<file path="config.mk">
export PLATFORM = sky130hd
export DESIGN_NAME = ifu_fetch_queue
export DESIGN_NICKNAME = d
export VERILOG_FILES = /design/src/rtl/ifu_pkg.sv /design/src/rtl/ifu_fetch_queue_fifo.sv /design/src/rtl/ifu_fetch_queue.sv
export SDC_FILE = /design/constraint.sdc
export NUM_CORES = 1
export LEC_CHECK = 0
export CAP_MARGIN = 30
export CORE_MARGIN = 2
export CORE_UTILIZATION = 55
export DETAILED_ROUTE_END_ITERATION = 6
export PLACE_DENSITY_LB_ADDON = 0.15
export SKIP_LAST_GASP = 1
export SYNTH_ARGS = -nofsm -noshare
export SYNTH_HDL_FRONTEND = slang
export SYNTH_SLANG_ARGS = --single-unit
</file>
<file path="constraint.sdc">
create_clock -name clk -period 3.4 [get_ports clk]
set_input_delay 0.34 -clock clk [delete_from_list [all_inputs] [get_ports clk]]
set_output_delay 0.34 -clock clk [all_outputs]
set_load 0.05 [all_outputs]
</file>
<file path="src/rtl/ifu_pkg.sv">
// Shared types and constants for the instruction-fetch queue.
package ifu_pkg;

    localparam int PC_W = 9;
    localparam int IR_W = 16;

    // One fetched instruction pair plus its even PC and the "p0 is dead" tag.
    typedef struct packed {
        logic [PC_W-1:0] pc;
        logic [IR_W-1:0] p0;
        logic [IR_W-1:0] p1;
        logic            inv;
    } fetch_pair_t;

    typedef enum logic {
        RUN   = 1'b0,
        DRAIN = 1'b1
    } fq_state_e;

    // Advance a pair-aligned PC; the 9-bit PC wraps naturally at the top.
    function automatic logic [PC_W-1:0] next_pair_pc(input logic [PC_W-1:0] pc);
        return pc + PC_W'(2);
    endfunction

endpackage

</file>
<file path="src/rtl/ifu_fetch_queue_fifo.sv">
// Synchronous FIFO of fetch pairs with flush. Head is read straight from
// registered storage; the consumer qualifies it with count.
module fq_fifo
    import ifu_pkg::*;
#(
    parameter  int DEPTH = 4,
    localparam int AW    = (DEPTH > 1) ? $clog2(DEPTH) : 1,
    localparam int CW    = $clog2(DEPTH + 1)
) (
    input  logic          clk,
    input  logic          rst,
    input  logic          flush,
    input  logic          push,
    input  fetch_pair_t   push_data,
    input  logic          pop,
    output fetch_pair_t   head,
    output logic [CW-1:0] count
);

    fetch_pair_t   mem [DEPTH];
    logic [AW-1:0] wr_ptr;
    logic [AW-1:0] rd_ptr;

    // Pointer and occupancy tracking; flush empties the queue in one edge.
    always_ff @(posedge clk) begin
        if (!rst) begin
            wr_ptr <= '0;
            rd_ptr <= '0;
            count  <= '0;
        end else if (flush) begin
            wr_ptr <= '0;
            rd_ptr <= '0;
            count  <= '0;
        end else begin
            if (push) wr_ptr <= wr_ptr + AW'(1);
            if (pop)  rd_ptr <= rd_ptr + AW'(1);
            case ({push, pop})
                2'b10:   count <= count + CW'(1);
                2'b01:   count <= count - CW'(1);
                default: count <= count;
            endcase
        end
    end

    // Data storage; no reset needed since nothing reads an empty slot.
    always_ff @(posedge clk) begin
        if (rst && !flush && push) mem[wr_ptr] <= push_data;
    end

    assign head = mem[rd_ptr];

endmodule

</file>
<file path="src/rtl/ifu_fetch_queue.sv">
// Instruction-fetch front end: owns the fetch PC, issues pair reads with a
// bounded number in flight, buffers returned pairs and handles redirects by
// discarding responses to requests that were in flight at the redirect.
module ifu_fetch_queue
    import ifu_pkg::*;
#(
    parameter int              DEPTH    = 4,
    parameter int              MAX_OUT  = 2,
    parameter logic [PC_W-1:0] RESET_PC = 9'h000
) (
    input  logic            clk,
    input  logic            rst,
    output logic            imem_req,
    output logic [7:0]      imem_addr,
    input  logic            imem_gnt,
    input  logic            imem_rvalid,
    input  logic [31:0]     imem_rdata,
    input  logic            redirect_valid,
    input  logic [PC_W-1:0] redirect_pc,
    input  logic            fetch_next_in,
    output logic            out_valid,
    output logic [PC_W-1:0] out_pc,
    output logic [IR_W-1:0] p0_IR_out,
    output logic [IR_W-1:0] p1_IR_out,
    output logic            IR0_invalid_out
);

    localparam int OW = $clog2(MAX_OUT + 1);
    localparam int CW = $clog2(DEPTH + 1);
    localparam int TW = (MAX_OUT > 1) ? $clog2(MAX_OUT) : 1;

    fq_state_e       state, state_nxt;
    logic            live;
    logic [PC_W-1:0] fetch_pc;
    logic            odd_pending;
    logic [OW-1:0]   outstanding, outst_nxt;
    logic [OW-1:0]   discard, discard_nxt;
    logic [CW-1:0]   count;

    logic [PC_W-1:0] tag_pc  [MAX_OUT];
    logic            tag_inv [MAX_OUT];
    logic [TW-1:0]   tag_wr;
    logic [TW-1:0]   tag_rd;

    logic            gnt_fire;
    logic            rsp;
    logic            push;
    logic            pop;
    fetch_pair_t     push_data;
    fetch_pair_t     head;

    // Request depends on registers only; space for the response is reserved
    // at issue so a push can never overflow the FIFO. live holds requests off
    // for the first cycle after reset so every output reads zero there.
    assign imem_req  = live && (state == RUN) &&
                       (int'(outstanding) + int'(count) < DEPTH) &&
                       (int'(outstanding) < MAX_OUT);
    assign imem_addr = fetch_pc[PC_W-1:1];
    assign gnt_fire  = imem_req && imem_gnt;

    // A stray rvalid with nothing in flight is ignored rather than underflowing.
    assign rsp  = imem_rvalid && (outstanding != '0);
    assign push = rsp && (discard == '0) && !redirect_valid;
    assign pop  = fetch_next_in && out_valid && !redirect_valid;

    assign push_data.pc  = tag_pc[tag_rd];
    assign push_data.p0  = imem_rdata[15:0];
    assign push_data.p1  = imem_rdata[31:16];
    assign push_data.inv = tag_inv[tag_rd];

    // In-flight count after this cycle's grant and response.
    always_comb begin
        outst_nxt = outstanding;
        case ({gnt_fire, rsp})
            2'b10:   outst_nxt = outstanding + OW'(1);
            2'b01:   outst_nxt = outstanding - OW'(1);
            default: outst_nxt = outstanding;
        endcase
    end

    // Next state and discard count; a redirect marks everything still in
    // flight (including this cycle's grant) as stale.
    always_comb begin
        state_nxt   = state;
        discard_nxt = discard;
        if (rsp && (discard != '0)) discard_nxt = discard - OW'(1);
        case (state)
            RUN:     state_nxt = RUN;
            DRAIN:   if (discard_nxt == '0) state_nxt = RUN;
            default: state_nxt = RUN;
        endcase
        if (redirect_valid) begin
            discard_nxt = outst_nxt;
            state_nxt   = (outst_nxt != '0) ? DRAIN : RUN;
        end
    end

    // Control registers: state, PC, odd-redirect tag, counters, tag pointers.
    always_ff @(posedge clk) begin
        if (!rst) begin
            state       <= RUN;
            live        <= 1'b0;
            fetch_pc    <= RESET_PC;
            odd_pending <= 1'b0;
            outstanding <= '0;
            discard     <= '0;
            tag_wr      <= '0;
            tag_rd      <= '0;
        end else begin
            state       <= state_nxt;
            live        <= 1'b1;
            outstanding <= outst_nxt;
            discard     <= discard_nxt;
            if (redirect_valid) begin
                fetch_pc    <= {redirect_pc[PC_W-1:1], 1'b0};
                odd_pending <= redirect_pc[0];
            end else if (gnt_fire) begin
                fetch_pc    <= next_pair_pc(fetch_pc);
                odd_pending <= 1'b0;
            end
            if (gnt_fire)
                tag_wr <= (tag_wr == TW'(MAX_OUT - 1)) ? '0 : tag_wr + TW'(1);
            if (rsp)
                tag_rd <= (tag_rd == TW'(MAX_OUT - 1)) ? '0 : tag_rd + TW'(1);
        end
    end

    // Tag FIFO payload: PC and odd flag of each granted request, in order.
    // Stale grants still get a tag so the response lines up when it returns.
    always_ff @(posedge clk) begin
        if (rst && gnt_fire) begin
            tag_pc[tag_wr]  <= fetch_pc;
            tag_inv[tag_wr] <= odd_pending;
        end
    end

    fq_fifo #(.DEPTH(DEPTH)) u_fifo (
        .clk       (clk),
        .rst       (rst),
        .flush     (redirect_valid),
        .push      (push),
        .push_data (push_data),
        .pop       (pop),
        .head      (head),
        .count     (count)
    );

    assign out_valid       = (count != '0);
    assign out_pc          = out_valid ? head.pc  : '0;
    assign p0_IR_out       = out_valid ? head.p0  : '0;
    assign p1_IR_out       = out_valid ? head.p1  : '0;
    assign IR0_invalid_out = out_valid && head.inv;

endmodule

</file>
==> Implementation_results.wiki <==
{| class="wikitable"
! Metric !! Value
|-
| Fraction of the mapped netlist area in compound gates || 1.97%
|-
| Commonest cells after routing, fill and taps aside || sky130_fd_sc_hd__edfxtp_1, sky130_fd_sc_hd__clkdlybuf4s50_1, sky130_fd_sc_hd__nor2b_1, sky130_fd_sc_hd__mux4_2, sky130_fd_sc_hd__dfxtp_1
|-
| Combinational power share || 10.3%
|-
| Number of setup violations in the final report || 0
|-
| Count of vias placed by the detailed router || 4337
|-
| Area enclosed by the die boundary || 16000 sq um
|-
| Number of clock sinks || 209
|-
| Fraction of final layout cells with drive strength greater than 1 || 18.0%
|-
| Post-Syn Area per Cell || 17.9 sq um
|-
| Share of power burned in registers || 51.4%
|-
| Clock-pin slew of the registers on the worst-case setup and hold paths || 0.06 ns
|-
| Final antenna diode count || 0
|-
| GRT Resource Usage Total || 18.6%
|-
| Worst hold margin || 0.471 ns
|-
| Clock tree root driver cell || sky130_fd_sc_hd__clkbuf_16
|-
| Remaining routing DRC violations || 0
|-
| Detailed placer's ending HPWL || 9230 microns
|-
| Setup repair after global routing missed its margin || false
|-
| Instance count of the mapped netlist || 461
|-
| X dimension of the die || 127 microns
|-
| Internal power || 4510 uW
|-
| Top delay family on crit path || buffers and inverters
|-
| Fraction of synthesis flops using an asynchronous set or reset pin || 0%
|-
| Sequential element share of the synthesized area || 72.7%
|-
| Clock insertion delay at the later pin of the skew report || 0.48 ns
|-
| Post-cts sizing count || 0
|-
| Post-synth EDFFs || 182
|-
| Critical path fanouts, max || 15
|-
| Vias per std cell || 5.65
|-
| Number of violations of the max-capacitance limit || 0
|-
| Routed wire length per instance || 18.8 microns
|-
| Standard cell with the maximum stage delay on the critical path || sky130_fd_sc_hd__clkdlybuf4s50_1
|-
| Fmax || 0.325 GHz
|-
| Number of top-level pins || 99
|-
| Area added between synthesis and finish || 23.8%
|-
| Number of pins exceeding their max-slew limit in the final report || 0
|-
| Weighted congestion at the end of routability-driven global placement || 0.861
|-
| Number of failing hold endpoints at the final stage || 0
|-
| Total of fill cells in the finished design || 938
|-
| Worst Hold Path Cells || 3
|-
| I/O Buffers || 97
|-
| Flop-to-flop setup slack || 1.03 ns
|-
| Row count || 44
|-
| Hold WC Path Type || in2reg
|-
| Type of element launching the critical path || flop
|-
| Effective utilization at floorplan || 56.6%
|-
| Synthesized netlist net count || 518
|-
| GRT Residual Overflow || 0
|-
| Peak VDD IR || 0.446 mV
|-
| TritonCTS Buffers || 21
|-
| Share of the synthesized netlist area taken by xor and xnor gates || 1.59%
|-
| Leakage power || 0.00324 uW
|-
| Vias in the first global route || 4592
|-
| Number of different library cells in the post-synthesis netlist || 42
|-
| Status || completed
|-
| Max Buffers Root-to-Sink || 3
|-
| Pin count of the biggest net entering global routing || 44
|-
| Total of hold buffers inserted after clock tree synthesis || 0
|-
| Adder and majority cell fraction of the synthesized area || 1.61%
|-
| Simple-gate share of the synthesized area || 7.73%
|-
| Setup_tns || 0 ns
|-
| Number of warnings issued by yosys || 0
|-
| Max-slew headroom at the worst pin || 51.5%
|-
| Placeable core region || 14600 sq um
|-
| Setup bufs post-CTS || 0
|-
| Buf/Inv on CP || 2
|-
| Hold path startpoint || redirect_pc[3]
|-
| Element type at the critical path end || output port
|-
| CP cell instances || buf_4 -> mux4_2 -> nor2b_1 -> clkdlybuf4s50_1
|-
| Transition at the pin with the smallest max-transition slack || 0.725 ns
|-
| Arrival time at the worst endpoint || 2.73 ns
|-
| Largest incremental delay on the critical path || 0.72 ns
|-
| FF-to-FF End || u_fifo.count[2]
|-
| Inst Count DP || 734
|-
| Overall routed net length || 14500 microns
|-
| Post-synthesis instance area || 8260 sq um
|-
| Clock group share of total power || 38.3%
|-
| Count of state elements after synthesis || 209
|-
| # H-tree levels || 1
|-
| Tot Pwr || 5780 uW
|-
| Clock Skews || 0.0145 ns
|-
| Number of nets in the finished design || 630
|-
| Die height || 127 microns
|-
| Min Tclk post-route || 3.07 ns
|-
| Dominant combinational cell family by area after synthesis || multiplexers
|-
| Antenna viol nets, final || 0
|-
| Switching share of power || 21.9%
|-
| Class of the most critical setup path || reg2out
|-
| Worst-case reg-to-reg path depth || 9
|-
| Violation count after the first detailed-route iteration || 346
|-
| Antenna violations before repair || 0
|-
| Clock tree from TritonCTS || yes
|-
| Leading cell type in the layout, fill and taps excluded || sky130_fd_sc_hd__edfxtp_1
|-
| First-pass detailed-route iteration total || 7
|-
| Worst Hold Path EP || fetch_pc[3]
|-
| Final non-filler cell total || 768
|-
| Sw Pwr || 1270 uW
|-
| Primary flip-flop cell chosen by synthesis mapping || sky130_fd_sc_hd__edfxtp_1
|-
| Portion of the clock cycle consumed by the worst path in the final layout || 90.4%
|-
| Share of cell area taken by muxes after synthesis || 12.5%
|-
| First-pass GRT wire length || 23600 microns
|-
| CP Data Required Time || 3.06 ns
|-
| Worst reg2reg path startpoint || outstanding[1]
|-
| Pwr Density || 565 nW/um^2
|}
[state kept, by name, indices dropped and copies added, names as in the netlist, 2 cells and up, named ones only]
register and count:
outstanding 2, discard 2, u_fifo.mem 164, tag_pc 16
u_fifo.count 3, tag_inv 2, u_fifo.wr_ptr 2, fetch_pc 8
u_fifo.rd_ptr 2
[metrics by stage]
stage               area [sq um]  utilization (%)  setup WS, ns
global placement            9560             65.5         0.736
CTS                        10200             70.1         0.271
finish                     10200             70.1         0.326
global route               10200             70.1         0.159
detailed placement          9560             65.5         0.662
floorplan                   8260                -         0.892
[cell usage after synthesis (2+ instances only)]
| cell type | number | share of area (%) |
|---|---|---|
| sky130_fd_sc_hd__ha_1 | 9 | 1.4 |
| sky130_fd_sc_hd__and3_1 | 3 | 0.23 |
| sky130_fd_sc_hd__nor3_1 | 5 | 0.30 |
| sky130_fd_sc_hd__a31oi_1 | 3 | 0.23 |
| sky130_fd_sc_hd__and2_1 | 8 | 0.61 |
| sky130_fd_sc_hd__inv_1 | 12 | 0.55 |
| sky130_fd_sc_hd__nand2b_1 | 2 | 0.15 |
| sky130_fd_sc_hd__nor2_1 | 13 | 0.59 |
| sky130_fd_sc_hd__nand2_1 | 9 | 0.41 |
| sky130_fd_sc_hd__a21oi_1 | 10 | 0.61 |
| sky130_fd_sc_hd__xnor2_1 | 13 | 1.4 |
| sky130_fd_sc_hd__clkbuf_1 | 12 | 0.55 |
| sky130_fd_sc_hd__o21ai_0 | 13 | 0.79 |
| sky130_fd_sc_hd__nor4_1 | 3 | 0.23 |
| sky130_fd_sc_hd__buf_2 | 4 | 0.24 |
| sky130_fd_sc_hd__mux2_2 | 10 | 1.4 |
| sky130_fd_sc_hd__mux4_2 | 41 | 11 |
| sky130_fd_sc_hd__buf_1 | 5 | 0.23 |
| sky130_fd_sc_hd__dfxtp_1 | 27 | 6.5 |
| sky130_fd_sc_hd__edfxtp_1 | 182 | 66 |
| sky130_fd_sc_hd__or3_1 | 3 | 0.23 |
| sky130_fd_sc_hd__xor2_1 | 2 | 0.21 |
| sky130_fd_sc_hd__nor2b_1 | 44 | 3.3 |
| sky130_fd_sc_hd__nand3_1 | 9 | 0.55 |
| sky130_fd_sc_hd__nand4_1 | 2 | 0.15 |
[kinds of logic (layout without fill, tap and decap cells)]
kind of cell,count (synthesis),after routing
xor+xnor,15,15
buf+inv,35,158
mux,51,51
compound gates,30,30
fa+ha+maj,10,10
flops,209,209
simple gates,110,110
other cells,1,1
[power by group through the flow]
stage	Sequential, uW	Combinational (uW)	Clock, uW
after global placement	3020	583	0
after global routing	2980	651	2360
after detailed placement	3020	597	0
final	2970	598	2210
after floorplan	3010	402	0
after CTS	2970	601	2250
[worst max path at each step]
stage	from	slack (ns)	endpoint	cells past startpoint
after global routing	flop	0.16	p0_IR_out[11]	4
after CTS	flop	0.27	p1_IR_out[9]	4
after detailed placement	redirect_valid	0.66	u_fifo.count[2]	9
final	flop	0.33	p1_IR_out[9]	4
after floorplan	redirect_valid	0.89	u_fifo.mem[0][0]	6
after global placement	redirect_valid	0.74	u_fifo.count[2]	9
[final cells by class]
type                    count  area, sq um  share of cell area, %
clock buffers              29          586                   5.73
clock inverters             5         81.3                  0.795
inverters                  12         45.0                  0.440
multi-input cells         217         2110                   20.7
flip-flops and latches    209         6010                   58.8
well taps                 184          230                   2.25
repair buffers            112         1160                   11.3
[metal layers]
metal | wire [microns] | vias to the layer above | global-route usage, %
met4 | 193 | 0 | 3.43
met3 | 747 | 17 | 3.67
met5 | 0 | - | 0
met1 | 6220 | 2187 | 25.8
met2 | 7310 | 142 | 31.3
li1 | - | 1991 | -
[worst min-delay path, cell delays in order]
cell	delay, ns
sky130_fd_sc_hd__clkdlybuf4s50_1	0.39
sky130_fd_sc_hd__o21ai_0	0.14
sky130_fd_sc_hd__a21oi_1	0.04
Note: power is estimated with default switching activity, not from simulation.
